===== config.mk =====
export PLATFORM = sky130hd
export DESIGN_NAME = sram64_be_port_adapter_flat
export DESIGN_NICKNAME = d
export VERILOG_FILES = /design/src/rtl/sram64_be_port_adapter_if.sv /design/src/rtl/sram64_be_port_adapter.sv /design/src/flat_wrapper.sv
export SDC_FILE = /design/constraint.sdc
export NUM_CORES = 1
export LEC_CHECK = 0
export BUFFER_PORTS_ARGS = -buffer_cell sky130_fd_sc_hd__buf_4
export CAP_MARGIN = 25
export CORE_AREA = 2 2 178 180
export DETAILED_ROUTE_END_ITERATION = 8
export DIE_AREA = 0 0 180 182
export PLACE_DENSITY = 0.56
export SYNTH_ARGS = -nofsm -noshare
export SYNTH_HDL_FRONTEND = slang
export SYNTH_SLANG_ARGS = --single-unit

===== constraint.sdc =====
create_clock -name i_clk -period 4.57 [get_ports i_clk]
set_clock_uncertainty 0.15 [all_clocks]
set_input_delay 0.2285 -clock i_clk [delete_from_list [all_inputs] [get_ports i_clk]]
set_output_delay 0.2285 -clock i_clk [all_outputs]
set_load 0.02 [all_outputs]

===== src/rtl/sram64_be_port_adapter_if.sv =====
// Bundle of request, response and downstream SRAM signals for sram64_be_port_adapter.
// master = requester plus SRAM side (environment); slave = the adapter itself.
interface sram64_be_port_adapter_if;
  // A handshake completes in any cycle where valid and ready are both high.
  // Ready never waits for valid, and payload is only meaningful in that cycle.
  logic        wr_valid;
  logic        wr_ready;
  logic [13:0] wr_addr;
  logic [63:0] wr_data;
  logic [63:0] wr_mask;
  logic        rd_valid;
  logic        rd_ready;
  logic [13:0] rd_addr;
  logic        rsp_valid;
  logic        rsp_ready;
  logic [63:0] rsp_data;
  logic        CE0;
  logic [13:0] A0;
  logic [63:0] D0;
  logic        WE0;
  logic [63:0] WEM0;
  logic        CE1;
  logic [13:0] A1;
  logic [63:0] Q1;

  modport master (
    output wr_valid, wr_addr, wr_data, wr_mask, rd_valid, rd_addr, rsp_ready, Q1,
    input  wr_ready, rd_ready, rsp_valid, rsp_data, CE0, A0, D0, WE0, WEM0, CE1, A1
  );

  modport slave (
    input  wr_valid, wr_addr, wr_data, wr_mask, rd_valid, rd_addr, rsp_ready, Q1,
    output wr_ready, rd_ready, rsp_valid, rsp_data, CE0, A0, D0, WE0, WEM0, CE1, A1
  );
endinterface


===== src/rtl/sram64_be_port_adapter.sv =====
// Adapts valid/ready write/read requests onto a dual-bank SRAM (write port 0, read port 1)
// with a 2-entry response FIFO and credit-based read flow control.
module sram64_be_port_adapter (
  input  logic                           i_clk,
  input  logic                           i_rst_n,
  sram64_be_port_adapter_if.slave        io_bus,
  output logic                           o_dbg_prio_wr,
  output logic [1:0]                     o_dbg_count,
  output logic                           o_dbg_inflight
);

  logic [1:0]  r_count;
  logic        r_inflight;
  logic        r_prio_wr;
  logic        r_wr_ptr;
  logic        r_rd_ptr;
  logic [63:0] r_fifo [2];

  logic        w_pop;
  logic [2:0]  w_level;
  logic        w_credit;
  logic        w_conflict;
  logic        w_wr_ready;
  logic        w_rd_ready;
  logic        w_wr_fire;
  logic        w_rd_fire;

  // Credit counts the slot an in-flight read will need and frees the one popped this cycle.
  always_comb begin
    w_pop      = (r_count != 2'd0) & io_bus.rsp_ready;
    w_level    = {1'b0, r_count} + {2'b00, r_inflight} - {2'b00, w_pop};
    w_credit   = (w_level < 3'd2);
    w_conflict = io_bus.wr_valid & io_bus.rd_valid & w_credit &
                 (io_bus.wr_addr[13] == io_bus.rd_addr[13]);
    w_wr_ready = ~w_conflict | r_prio_wr;
    w_rd_ready = w_credit & (~w_conflict | ~r_prio_wr);
    w_wr_fire  = io_bus.wr_valid & w_wr_ready;
    w_rd_fire  = io_bus.rd_valid & w_rd_ready;
  end

  assign io_bus.wr_ready  = w_wr_ready;
  assign io_bus.rd_ready  = w_rd_ready;
  assign io_bus.CE0       = w_wr_fire;
  assign io_bus.WE0       = w_wr_fire;
  assign io_bus.A0        = w_wr_fire ? io_bus.wr_addr : 14'd0;
  assign io_bus.D0        = w_wr_fire ? io_bus.wr_data : 64'd0;
  assign io_bus.WEM0      = w_wr_fire ? io_bus.wr_mask : 64'd0;
  assign io_bus.CE1       = w_rd_fire;
  assign io_bus.A1        = w_rd_fire ? io_bus.rd_addr : 14'd0;
  assign io_bus.rsp_valid = (r_count != 2'd0);
  assign io_bus.rsp_data  = r_fifo[r_rd_ptr];

  always_ff @(posedge i_clk or negedge i_rst_n) begin
    if (!i_rst_n) begin
      r_count    <= 2'd0;
      r_inflight <= 1'b0;
      r_prio_wr  <= 1'b0;
      r_wr_ptr   <= 1'b0;
      r_rd_ptr   <= 1'b0;
    end else begin
      r_inflight <= w_rd_fire;
      if (w_conflict) r_prio_wr <= ~r_prio_wr;
      if (r_inflight) r_wr_ptr <= ~r_wr_ptr;
      if (w_pop)      r_rd_ptr <= ~r_rd_ptr;
      r_count <= r_count + {1'b0, r_inflight} - {1'b0, w_pop};
    end
  end

  // Data storage carries no reset; only the pointers and count define validity.
  always_ff @(posedge i_clk) begin
    if (r_inflight) r_fifo[r_wr_ptr] <= io_bus.Q1;
  end

  assert property (@(posedge i_clk) disable iff (!i_rst_n)
    ({1'b0, r_count} + {2'b00, r_inflight}) <= 3'd2);

  assign o_dbg_prio_wr  = r_prio_wr;
  assign o_dbg_count    = r_count;
  assign o_dbg_inflight = r_inflight;

endmodule


===== src/flat_wrapper.sv =====
// flat-port wrapper written by rule: the top's interface ports become plain ports
module sram64_be_port_adapter_flat 
  (i_clk, i_rst_n, o_dbg_prio_wr, o_dbg_count, o_dbg_inflight, io_bus_wr_valid, io_bus_wr_addr, io_bus_wr_data, io_bus_wr_mask, io_bus_rd_valid, io_bus_rd_addr, io_bus_rsp_ready, io_bus_Q1, io_bus_wr_ready, io_bus_rd_ready, io_bus_rsp_valid, io_bus_rsp_data, io_bus_CE0, io_bus_A0, io_bus_D0, io_bus_WE0, io_bus_WEM0, io_bus_CE1, io_bus_A1);
  sram64_be_port_adapter_if io_bus_i ();
  input  logic i_clk;
  input  logic i_rst_n;
  output logic o_dbg_prio_wr;
  output logic [1:0] o_dbg_count;
  output logic o_dbg_inflight;
  input wire logic [$bits(io_bus_i.wr_valid)-1:0] io_bus_wr_valid;
  input wire logic [$bits(io_bus_i.wr_addr)-1:0] io_bus_wr_addr;
  input wire logic [$bits(io_bus_i.wr_data)-1:0] io_bus_wr_data;
  input wire logic [$bits(io_bus_i.wr_mask)-1:0] io_bus_wr_mask;
  input wire logic [$bits(io_bus_i.rd_valid)-1:0] io_bus_rd_valid;
  input wire logic [$bits(io_bus_i.rd_addr)-1:0] io_bus_rd_addr;
  input wire logic [$bits(io_bus_i.rsp_ready)-1:0] io_bus_rsp_ready;
  input wire logic [$bits(io_bus_i.Q1)-1:0] io_bus_Q1;
  output wire logic [$bits(io_bus_i.wr_ready)-1:0] io_bus_wr_ready;
  output wire logic [$bits(io_bus_i.rd_ready)-1:0] io_bus_rd_ready;
  output wire logic [$bits(io_bus_i.rsp_valid)-1:0] io_bus_rsp_valid;
  output wire logic [$bits(io_bus_i.rsp_data)-1:0] io_bus_rsp_data;
  output wire logic [$bits(io_bus_i.CE0)-1:0] io_bus_CE0;
  output wire logic [$bits(io_bus_i.A0)-1:0] io_bus_A0;
  output wire logic [$bits(io_bus_i.D0)-1:0] io_bus_D0;
  output wire logic [$bits(io_bus_i.WE0)-1:0] io_bus_WE0;
  output wire logic [$bits(io_bus_i.WEM0)-1:0] io_bus_WEM0;
  output wire logic [$bits(io_bus_i.CE1)-1:0] io_bus_CE1;
  output wire logic [$bits(io_bus_i.A1)-1:0] io_bus_A1;
  assign io_bus_i.wr_valid = io_bus_wr_valid;
  assign io_bus_i.wr_addr = io_bus_wr_addr;
  assign io_bus_i.wr_data = io_bus_wr_data;
  assign io_bus_i.wr_mask = io_bus_wr_mask;
  assign io_bus_i.rd_valid = io_bus_rd_valid;
  assign io_bus_i.rd_addr = io_bus_rd_addr;
  assign io_bus_i.rsp_ready = io_bus_rsp_ready;
  assign io_bus_i.Q1 = io_bus_Q1;
  assign io_bus_wr_ready = io_bus_i.wr_ready;
  assign io_bus_rd_ready = io_bus_i.rd_ready;
  assign io_bus_rsp_valid = io_bus_i.rsp_valid;
  assign io_bus_rsp_data = io_bus_i.rsp_data;
  assign io_bus_CE0 = io_bus_i.CE0;
  assign io_bus_A0 = io_bus_i.A0;
  assign io_bus_D0 = io_bus_i.D0;
  assign io_bus_WE0 = io_bus_i.WE0;
  assign io_bus_WEM0 = io_bus_i.WEM0;
  assign io_bus_CE1 = io_bus_i.CE1;
  assign io_bus_A1 = io_bus_i.A1;
  sram64_be_port_adapter u_core (.i_clk(i_clk), .i_rst_n(i_rst_n), .io_bus(io_bus_i), .o_dbg_prio_wr(o_dbg_prio_wr), .o_dbg_count(o_dbg_count), .o_dbg_inflight(o_dbg_inflight));
endmodule

==> metrics.md, run 1 <==
| Metric | Value |
|---|---|
| Kind of critical path | flip-flop to output pin |
| Final setup fails | 0 |
| Worst slack, placed | slightly below 0.7 ns |
| Sw Pwr | 0.00189 W |
| Top_reg_cell synth | edfxtp_1 |
| Antenna violations before repair | 6 |
| Fin crit share | 95.0% |
| Layout cell share with drive strength beyond 1 | 59.3% |
| Die Area | 0.0328 mm² |
| Hold slack | 0.0819 ns |
| Clk Latency, worst-skew pair | 0.41 ns |
| WL final | about 26,000 µm |
| Post-synth EDFFs | 128 |
| Number of buffers added on ports | 454 |
| Worst rel slew slack | 30.6% |
| Synth cell types | 23 |
| Clock-pin slew on the worst setup and hold paths | ~0.070 ns |
| Switching portion of total power | 36.8% |
| Seq pwr share | 31.9% |
| Worst min-delay path class | input pin to asynchronous set/reset pin |
| Logic pwr share | 42.7% |
| Htree depth | 4 |
| Sequential-to-total area share from yosys stat | 65.0% |
| Async set-reset flop share out of synthesis | roughly 4.5% |
| Required @ worst endpoint | between 4 and 5 ns |
| GR Util All Layers | 15.1% |
| Status | finished clean |
| Clock power frac | 25.4% |
| Starting density of the core | approximately 20% |
| Gpl congestion | between 0.8 and 0.9 |
| Reg2reg start | u_core.o_dbg_count[1] |
| Core Util, Final | 36.1% |
| Vias in the first global route | 5,835 |
| Io pins | 455 |
| Clock sink count | 134 |
| Ys Warns | 0 |
| RSZ-0062 raised after global routing | false |
| # rows | 65 |
| Setup ws final | 0.229 ns |
| Dpl hpwl | ~20,000 µm |
| Final #Nets | between 1,000 and 1,500 |
| Mean post-synth cell area | 14.1 µm² |
| Core Box Area | 0.0310 mm² |
| CP Data Arrival Time | a little under 4 ns |
| Via Count | 5,673 |
| Post-route ant nets | 0 |
| Critical Path End | io_bus_A0[2] |
| Worst reg-to-reg path cell count | 10 |
| Leading cell types in the layout, fill and taps excluded | buf_4 (460), and3_1 (142), edfxtp_1 (128) |
| Critical path startpoint category | flip-flop |
| CTS max path bufs | 2 |
| Pins Over Slew Limit | 0 |
| Leak | 5.23 nW |
| CTS tree | built |
| Vias/cell | between 4 and 5 |
| Setup crit start | u_core.o_dbg_count[1] |
| Worst-Margin Slew | 1.04 ns |
| Pwr dens | 459 mW/mm² |
| Post-place instance area | 0.00993 mm² |
| Synth Cell Area | between 0.006 and 0.007 mm² |
| Final instance area | 0.0112 mm² |
| CTS Buf Count | 17 |
| Reg-to-reg slack, setup | 1.39 ns |
| Yosys reg bits | 134 |
| Worst r2r dst | u_core.o_dbg_inflight |
| Global-route wire length before repair | 37,400 µm |
| Die height | 182 µm |
| Fillers | approximately 3,100 |
| Drt drc | 0 |
| Clock root buffer | clkbuf_16 |
| Layout area overhead | 82.3% |
| Worst Setup End Kind | output pin |
| Highest clock rate | about 230 MHz |
| Final Hold Viols | 0 |
| Sum Neg Setup Slack | 0 ns |
| Largest net degree at the start of global routing | between 100 and 150 |
| Commonest non-fill, non-tap cell in the layout | buf_4 |
| Worst Path Max Fanout | 69 |
| Tmin final | 4.34 ns |
| Global route overflow | 0 |
| Post-Syn Instances | roughly 440 |
| Synth Net Count | roughly 660 |
| First-pass DRT Iterations | 6 |
| Internal power | 0.00325 W |
| Die X | 180 µm |
| Max-Cap Viols | 0 |
| WL/cell | 19.4 µm |
| Max IR drop VDD | 0.241 mV |
| DR iter-0 viols | 295 |
timing repair:
action / CTS / global route
gates resized for setup: 0 / 1
setup buffers: 0 / 0
endpoints found under the setup margin: 0 / 50
hold endpoints to repair: 136 / 0
hold buffers: 67 / 0
cells in the mapped netlist (2+ instances only):
library cell    n  share of area [%]
edfxtp_1      128                 63
mux2_2         64                 12
nor2_1         15               0.92
buf_6           8                1.5
dfrtp_1         6                2.4
buf_2           6               0.49
nor2b_1         2               0.20
inv_1           6               0.37
xnor2_1         2               0.29
xor2_1          3               0.43
nand2_1        14               0.86
ha_1            2               0.41
and2_1          3               0.31
and3_1        142                 14
clkbuf_1       26                1.6
area by class of cell:
type | count | area, µm² | area share [%]
clock inverter | 15 | 131 | 1.17
multi-input combinational | 255 | 1940 | 17.3
antenna | 5 | 12.5 | 0.112
tap | 402 | 503 | 4.50
timing repair buffer | 529 | 4160 | 37.2
clock buffer | 17 | 425 | 3.80
sequential | 134 | 4000 | 35.7
inverter | 6 | 22.5 | 0.201
power groups by stage:
stage / Clock, W / Combinational (W) / Sequential, W
2_1_floorplan: 0 / 0.00121 / 0.00162
3_3_place_gp: 0 / 0.00215 / 0.00167
3_5_place_dp: 0 / 0.00215 / 0.00167
4_1_cts: 0.00136 / 0.00221 / 0.00165
5_1_grt: 0.00141 / 0.00234 / 0.00166
6_report: 0.00131 / 0.00220 / 0.00164
routing by layer:
layer  vias up  share of wire, %  track usage [%]
met1      2736                40             17.8
met2       264                50             25.7
li1       2654                 -                -
met3        19               8.4             5.54
met5         -                 0                0
met4         0               1.2             4.42
kinds of logic after synthesis:
family,after synthesis,share of synthesized area (%)
AOI/OAI and AO/OA,1,0.163
xor gates and xnor gates,6,0.978
adders and majority gates,3,0.734
buffers and inverters,47,4.04
DFF,134,65.0
muxes,64,11.7
and+or+nand+nor,180,17.3
registers in the layout, indices dropped and copies added (netlist names):
register	flops
u_core.o_dbg_prio_wr	1
u_core.o_dbg_count	2
u_core.r_rd_ptr	1
u_core.r_wr_ptr	1
u_core.r_fifo	128
u_core.o_dbg_inflight	1
worst min-delay path by stage:
stage / start / end / slack [ns]
6_report: i_rst_n / u_core.o_dbg_inflight / 0.08
5_1_grt: i_rst_n / u_core.o_dbg_inflight / 0.04
4_1_cts: i_rst_n / u_core.o_dbg_inflight / 0.02
3_5_place_dp: i_rst_n / u_core.o_dbg_inflight / -0.08
3_3_place_gp: i_rst_n / u_core.o_dbg_inflight / -0.07
2_1_floorplan: i_rst_n / u_core.o_dbg_count[0] / -0.22
worst max-delay path, cell delays in order (launching register included):
cell and delay [ns]:
dfrtp_1 0.46, or2_2 0.33, and2_1 0.18, ha_1 0.27, inv_1 0.05, ha_1 0.13
inv_1 0.05, fa_1 0.52, nor2b_1 0.41, nand4_4 0.39, buf_12 0.32, and3_1 0.24
buf_4 0.16
stage by stage:
stage | instances | total power (W)
3_5_place_dp | 1258 | 0.00382
4_1_cts | 1357 | 0.00521
2_1_floorplan | 435 | 0.00283
6_report | 1363 | 0.00514
3_3_place_gp | 1258 | 0.00382
5_1_grt | 1363 | 0.00541
Note: power is estimated with default switching activity, not from simulation.
==> run 2, diff against run 1 <==
--- a/config.mk
+++ b/config.mk
@@ -10,6 +10,7 @@
 export CORE_AREA = 2 2 178 180
 export DETAILED_ROUTE_END_ITERATION = 8
 export DIE_AREA = 0 0 180 182
+export GPL_TIMING_DRIVEN = 0
 export PLACE_DENSITY = 0.56
 export SYNTH_ARGS = -nofsm -noshare
 export SYNTH_HDL_FRONTEND = slang
==> run 2 against run 1 <==
Compared with the run above: core utilization up 0.68 points; non-clock buffer count rose by 34; fmax rose by 1.8%; sequential share of layout area fell by 0.67 points; clock power increased by 9.9%; critical path depth unchanged; via count is 1.9% higher; highest routed layer unchanged.
==> metrics.md, run 2 (synthesis gave the netlist of run 1 again) <==
| Metric | Value |
|---|---|
| Largest stage delay on the critical path | 0.52 ns (about the same) |
| Pwr dens | 467 mW/mm² (was 459 mW/mm²) |
| Post-route ant nets | 0 (unchanged) |
| Number of buffers added on ports | 453 (was 454) |
| Core Util, Final | 36.8% (was 36.1%) |
| Clk Latency, worst-skew pair | 0.40 ns (was 0.41 ns) |
| # rows | 65 (unchanged) |
| Io pins | 455 (unchanged) |
| Core Box Area | 0.0310 mm² (unchanged) |
| Final setup fails | 0 (unchanged) |
| Max IR drop VDD | 0.269 mV (was 0.241 mV) |
| Reg2reg start | u_core.o_dbg_count[1] (unchanged) |
| Worst r2r dst | u_core.o_dbg_inflight (unchanged) |
| Worst min-delay path class | input pin to flip-flop (was input pin to asynchronous set/reset pin) |
| Pwr Total | 0.00533 W (was 0.00514 W) |
| Via Count | 5,782 (was 5,673) |
| Commonest non-fill, non-tap cell in the layout | buf_4 (unchanged) |
| Highest clock rate | 235 MHz (was 230 MHz) |
| Reg-to-reg slack, setup | 1.37 ns (was 1.39 ns) |
| Htree depth | 4 (unchanged) |
| Leak | 5.31 nW (was 5.23 nW) |
| Dpl hpwl | 21,000 µm (was 19,500 µm) |
| WL/cell | 19.2 µm (was 19.4 µm) |
| Die Area | 0.0328 mm² (unchanged) |
| Required @ worst endpoint | 4.19 ns (about the same) |
| Hold wc startpoint | io_bus_rd_valid |
| Worst rel slew slack | 56.2% (was 30.6%) |
| Starting density of the core | 19.8% (unchanged) |
| Layout area overhead | 85.7% (was 82.3%) |
| Gpl congestion | 0.920 (was 0.813) |
| CP max stage cell | fa_1 (unchanged) |
| Antenna violations before repair | 1 (was 6) |
| Die height | 182 µm (unchanged) |
| WL final | 26,700 µm (was 26,400 µm) |
| Vias/cell | 4.15 (was 4.16) |
| Status | finished clean (unchanged) |
| Seq. cell area | 0.00399 mm² (was 0.00400 mm²) |
| Final #Nets | 1,204 (was 1,171) |
| Final Hold Viols | 0 (unchanged) |
| Worst Path Max Fanout | 10 (was 69) |
| RSZ-0062 raised after global routing | false (unchanged) |
| CTS tree | built (unchanged) |
| Worst Setup End Kind | output pin (unchanged) |
| DR iter-0 viols | 277 (was 295) |
| Layout cell share with drive strength beyond 1 | 57.8% (was 59.3%) |
| Global-route wire length before repair | 38,400 µm (was 37,400 µm) |
| Drt drc | 0 (unchanged) |
| CTS max path bufs | 2 (unchanged) |
| Worst reg-to-reg path cell count | 11 (was 10) |
| Global route overflow | 0 (unchanged) |
| Pins Over Slew Limit | 0 (unchanged) |
| Hold EP | u_core.o_dbg_inflight |
| Vias in the first global route | 6,054 (was 5,835) |
| GR Util All Layers | 15.5% (was 15.1%) |
| Leading cell types in the layout, fill and taps excluded | buf_4 (454), and3_1 (142), edfxtp_1 (128) (was buf_4 (460), and3_1 (142), edfxtp_1 (128)) |
| Fillers | 3,063 (was 3,145) |
| Clock root buffer | clkbuf_16 (unchanged) |
| Max-Cap Viols | 0 (unchanged) |
| Kind of critical path | flip-flop to output pin (unchanged) |
| Cell count of the worst hold path | 3 |
| CTS Buf Count | 17 (unchanged) |
| Multi-input logic area | 0.00191 mm² (was 0.00194 mm²) |
| Clock-pin slew on the worst setup and hold paths | 0.06 ns (was 0.07 ns) |
| Cells along the critical path | or2_2 -> and2_1 -> ha_1 -> inv_1 -> ha_1 -> inv_1 -> fa_1 -> nor2b_1 -> nand4_2 -> clkbuf_1 -> and3_1 -> buf_4 (was or2_2 -> and2_1 -> ha_1 -> inv_1 -> ha_1 -> inv_1 -> fa_1 -> nor2b_1 -> nand4_4 -> buf_12 -> and3_1 -> buf_4) |
| Largest Register | u_core.r_fifo (unchanged) |
| Clock sink count | 134 (unchanged) |
| Critical path startpoint category | flip-flop (unchanged) |
| Largest net degree at the start of global routing | 54 (was 144) |
| First-pass DRT Iterations | 4 (was 6) |
| Tmin final | 4.26 ns (was 4.34 ns) |
| CP Data Arrival Time | 3.88 ns (was 3.96 ns) |
| Fin crit share | 93.3% (was 95.0%) |
| Max reg flops | 128 (unchanged) |
| Die X | 180 µm (unchanged) |
| Worst-Margin Slew | 0.657 ns (was 1.04 ns) |
==> run 2: metal layers <==
metal,vias to the layer above,track usage (%),share of wire (%)
met5,-,0,0
li1,2711,-,-
met2,289,27.0,50
met4,0,4.36,1.9
met3,23,5.35,9.2
met1,2759,18.0,39
==> run 2: critical path: cells and delay by family, from the launching register on <==
family                     cells  cell delay, ns
and+or+nand+nor                5            1.40
adders and majority gates      3            0.92
buffers and inverters          4            0.69
DFF                            1            0.45
==> run 2: final cells by class <==
class	count	share of cell area, %
clock inverter	14	1.65
tap	402	4.41
antenna	1	0.0219
sequential	134	35.0
clock buffer	18	3.76
timing repair buffer	522	36.2
multi-input combinational	254	16.7
inverter	6	0.198
buffer	41	1.98
==> run 2: timing repair <==
item                                   4_1_cts  5_1_grt
endpoints found under the hold margin      135        0
hold buffers                                66        0
resized for setup                            0        0
setup buffers                                0        0
==> run 2: how the worst max path moves through the flow <==
stage | endpoint | startpoint | depth (start not counted) | slack, ns
6_report | io_bus_A0[6] | u_core.o_dbg_count[1] | 12 | 0.31
5_1_grt | io_bus_A0[6] | u_core.o_dbg_count[1] | 12 | 0.17
4_1_cts | io_bus_A0[6] | u_core.o_dbg_count[1] | 12 | 0.30
3_5_place_dp | io_bus_A0[6] | u_core.o_dbg_count[1] | 12 | 0.77
3_3_place_gp | u_core.r_fifo[0][45] | u_core.o_dbg_inflight | 1 | -1.48
2_1_floorplan | u_core.r_fifo[0][0] | u_core.o_dbg_inflight | 1 | 0.53
==> run 2: stage by stage <==
stage	instance area (µm²)	cells	setup WS (ns)	setup TNS, ns	hold WS [ns]
after global placement	10000	1290	-1.48	-94.11	-0.104
final	11400	1392	0.308	0	0.00377
after floorplan	6140	435	0.528	0	-0.217
after CTS	11400	1391	0.303	0	0.0124
after detailed placement	10100	1293	0.769	0	-0.102
after global routing	11400	1392	0.173	0	0.0153
==> run 2: report_power, final <==
group,switching [W],internal [W]
Clock,0.000566,0.000878
Sequential,0.0000528,0.00152
Combinational,0.00126,0.00105
Total,0.00188,0.00345
==> run 3, diff against run 2 <==
--- a/config.mk
+++ b/config.mk
@@ -12,6 +12,7 @@
 export DIE_AREA = 0 0 180 182
 export GPL_TIMING_DRIVEN = 0
 export PLACE_DENSITY = 0.56
+export SETUP_SLACK_MARGIN = 0.5
 export SYNTH_ARGS = -nofsm -noshare
 export SYNTH_HDL_FRONTEND = slang
 export SYNTH_SLANG_ARGS = --single-unit
==> run 3 against run 2 <==
Compared with the run above: via count rose by 0.71%; sequential cell count unchanged; sequential share of layout area shrank 0.27 points; core utilization rose by 0.30 points; clock-buffer cell count unchanged; sequential power hardly changed; clock power hardly changed; final area is 0.81% higher; setup slack better by 0.38 ns.
==> metrics.md, run 3 (synthesis gave the netlist of run 1 again) <==
| Metric | Value |
|---|---|
| Final setup fails | 0 (unchanged) |
| Reg-to-reg slack, setup | 1.57 ns (was 1.37 ns) |
| Vias in the first global route | 6,050 (was 6,054) |
| Worst Setup End Kind | output pin (unchanged) |
| Commonest non-fill, non-tap cell in the layout | buf_4 (unchanged) |
| Final Hold Viols | 0 (unchanged) |
| Leading cell types in the layout, fill and taps excluded | buf_4 (456), and3_1 (142), edfxtp_1 (128) (was buf_4 (454), and3_1 (142), edfxtp_1 (128)) |
| Kind of critical path | flip-flop to output pin (unchanged) |
| Io pins | 455 (unchanged) |
| Highest clock rate | 257 MHz (was 235 MHz) |
| CTS Buf Count | 17 (unchanged) |
| Cells along the critical path | or2_2 -> and2_1 -> ha_1 -> inv_1 -> ha_1 -> inv_1 -> fa_2 -> nor2b_4 -> nand4_4 -> buf_12 -> buf_6 -> and3_1 -> buf_4 (was or2_2 -> and2_1 -> ha_1 -> inv_1 -> ha_1 -> inv_1 -> fa_1 -> nor2b_1 -> nand4_2 -> clkbuf_1 -> and3_1 -> buf_4) |
| Starting density of the core | 19.8% (unchanged) |
| Worst min-delay path class | input pin to asynchronous set/reset pin (was input pin to flip-flop) |
| GR Util All Layers | 15.5% (about the same) |
| Die Area | 0.0328 mm² (unchanged) |
| CP max stage cell | fa_2 (was fa_1) |
| CTS tree | built (unchanged) |
| Core Box Area | 0.0310 mm² (unchanged) |
| Layout cell share with drive strength beyond 1 | 58.6% (was 57.8%) |
| Largest net degree at the start of global routing | 54 (unchanged) |
| CP Data Arrival Time | 3.51 ns (was 3.88 ns) |
| Max IR drop VDD | 0.269 mV (about the same) |
| Status | finished clean (unchanged) |
| Via Count | 5,823 (was 5,782) |
| Fin crit share | 85.1% (was 93.3%) |
| Clock sink count | 134 (unchanged) |
| Drt drc | 0 (unchanged) |
| Gpl congestion | 0.920 (unchanged) |
| Required @ worst endpoint | 4.19 ns (about the same) |
| Worst r2r dst | u_core.o_dbg_inflight (unchanged) |
| Worst Path Max Fanout | 10 (unchanged) |
| Max-Cap Viols | 0 (unchanged) |
| First-pass DRT Iterations | 4 (unchanged) |
| Setup ws final | 0.683 ns (was 0.308 ns) |
| Largest stage delay on the critical path | 0.54 ns (was 0.52 ns) |
| Critical path startpoint category | flip-flop (unchanged) |
| Worst reg-to-reg path cell count | 11 (unchanged) |
| Non-filler cells, final | 1,396 (was 1,392) |
| Reg2reg start | u_core.o_dbg_count[1] (unchanged) |
| Leak | 5.35 nW (was 5.31 nW) |
| Global route overflow | 0 (unchanged) |
| Multi-input logic area | 0.00196 mm² (was 0.00191 mm²) |
| Worst slack, placed | 0.769 ns (unchanged) |
| Sum Neg Setup Slack | 0 ns (unchanged) |
| Largest Register | u_core.r_fifo (unchanged) |
| Die X | 180 µm (unchanged) |
| # rows | 65 (unchanged) |
| Die height | 182 µm (unchanged) |
| Clock-pin slew on the worst setup and hold paths | 0.06 ns (about the same) |
| Pins Over Slew Limit | 0 (unchanged) |
| Antenna violations before repair | 1 (unchanged) |
| Seq. cell area | 0.00400 mm² (was 0.00399 mm²) |
| Layout area overhead | 87.2% (was 85.7%) |
| Post-route ant nets | 0 (unchanged) |
| Final instance area | 0.0115 mm² (was 0.0114 mm²) |
| RSZ-0062 raised after global routing | false (unchanged) |
| Global-route wire length before repair | 38,400 µm (about the same) |
| Worst path bufs/invs | 5 (was 4) |
| Cell family with most CP delay | simple AND/OR/NAND/NOR gates (unchanged) |
| CTS max path bufs | 2 (unchanged) |
| Clock root buffer | clkbuf_16 (unchanged) |
| Post-place instance area | 0.0101 mm² (unchanged) |
| WL final | 27,000 µm (was 26,700 µm) |
| Htree depth | 4 (unchanged) |
| Pwr dens | 472 mW/mm² (was 467 mW/mm²) |
| Tmin final | 3.89 ns (was 4.26 ns) |
| Worst rel slew slack | 55.3% (was 56.2%) |
| DR iter-0 viols | 289 (was 277) |
| Final #Nets | 1,208 (was 1,204) |
| Number of buffers added on ports | 453 (unchanged) |
| DP Cell Count | 1,293 (unchanged) |
| WL/cell | 19.3 µm (was 19.2 µm) |
| Worst-Margin Slew | 0.671 ns (was 0.657 ns) |
| Vias/cell | 4.17 (was 4.15) |
| Clk Latency, worst-skew pair | 0.41 ns (was 0.40 ns) |
| Fillers | 3,056 (was 3,063) |
| Max reg flops | 128 (unchanged) |
| Dpl hpwl | 21,000 µm (unchanged) |
[run 3: where the power goes]
group / leakage [nW] / switching [W] / internal (W)
logic: 3.82 / 0.00130 / 0.00110
clock network: 0.293 / 0.000567 / 0.000878
registers: 1.23 / 0.0000505 / 0.00153
[run 3: how the worst max path moves through the flow]
stage | startpoint | cells past startpoint | slack, ns | to
final | u_core.o_dbg_count[1] | 13 | 0.68 | io_bus_D0[8]
after CTS | u_core.o_dbg_count[1] | 13 | 0.52 | io_bus_D0[8]
after detailed placement | u_core.o_dbg_count[1] | 12 | 0.77 | io_bus_A0[6]
after global placement | u_core.o_dbg_inflight | 1 | -1.48 | u_core.r_fifo[0][45]
after global routing | u_core.o_dbg_count[1] | 13 | 0.52 | io_bus_D0[8]
after floorplan | u_core.o_dbg_inflight | 1 | 0.53 | u_core.r_fifo[0][0]
[run 3: metal layers]
layer  part of all wire, %  vias up  global-route usage, %
met5                     0        -                      0
met1                    39     2796                   18.0
met3                   8.7       23                   5.35
li1                      -     2724                      -
met2                    51      280                   27.0
met4                   1.8        0                   4.36
[run 3: cell type report]
type	count	area share, %
Tap cell	402	4.38
Timing Repair Buffer	525	36.1
Clock inverter	14	1.63
Multi-Input combinational cell	255	17.1
Inverter	6	0.196
Antenna cell	1	0.0218
Clock buffer	18	3.73
Buffer	41	2.07
Sequential cell	134	34.8
[run 3: what timing repair did]
item,in CTS,in global routing
endpoints found under the setup margin,27,131
cloned,0,1
setup buffers,0,2
pin swaps,0,2
endpoints found under the hold margin,135,1
gates resized for setup,5,8
hold buffers,66,1
[run 3: through the flow]
stage	hold slack [ns]	power, W	utilization (%)
after global placement	-0.104	0.00388	32.4
after detailed placement	-0.102	0.00390	32.7
final	0.0687	0.00542	37.1
after CTS	0.0124	0.00544	36.8
after floorplan	-0.217	0.00283	-
after global routing	0.0581	0.00569	37.1
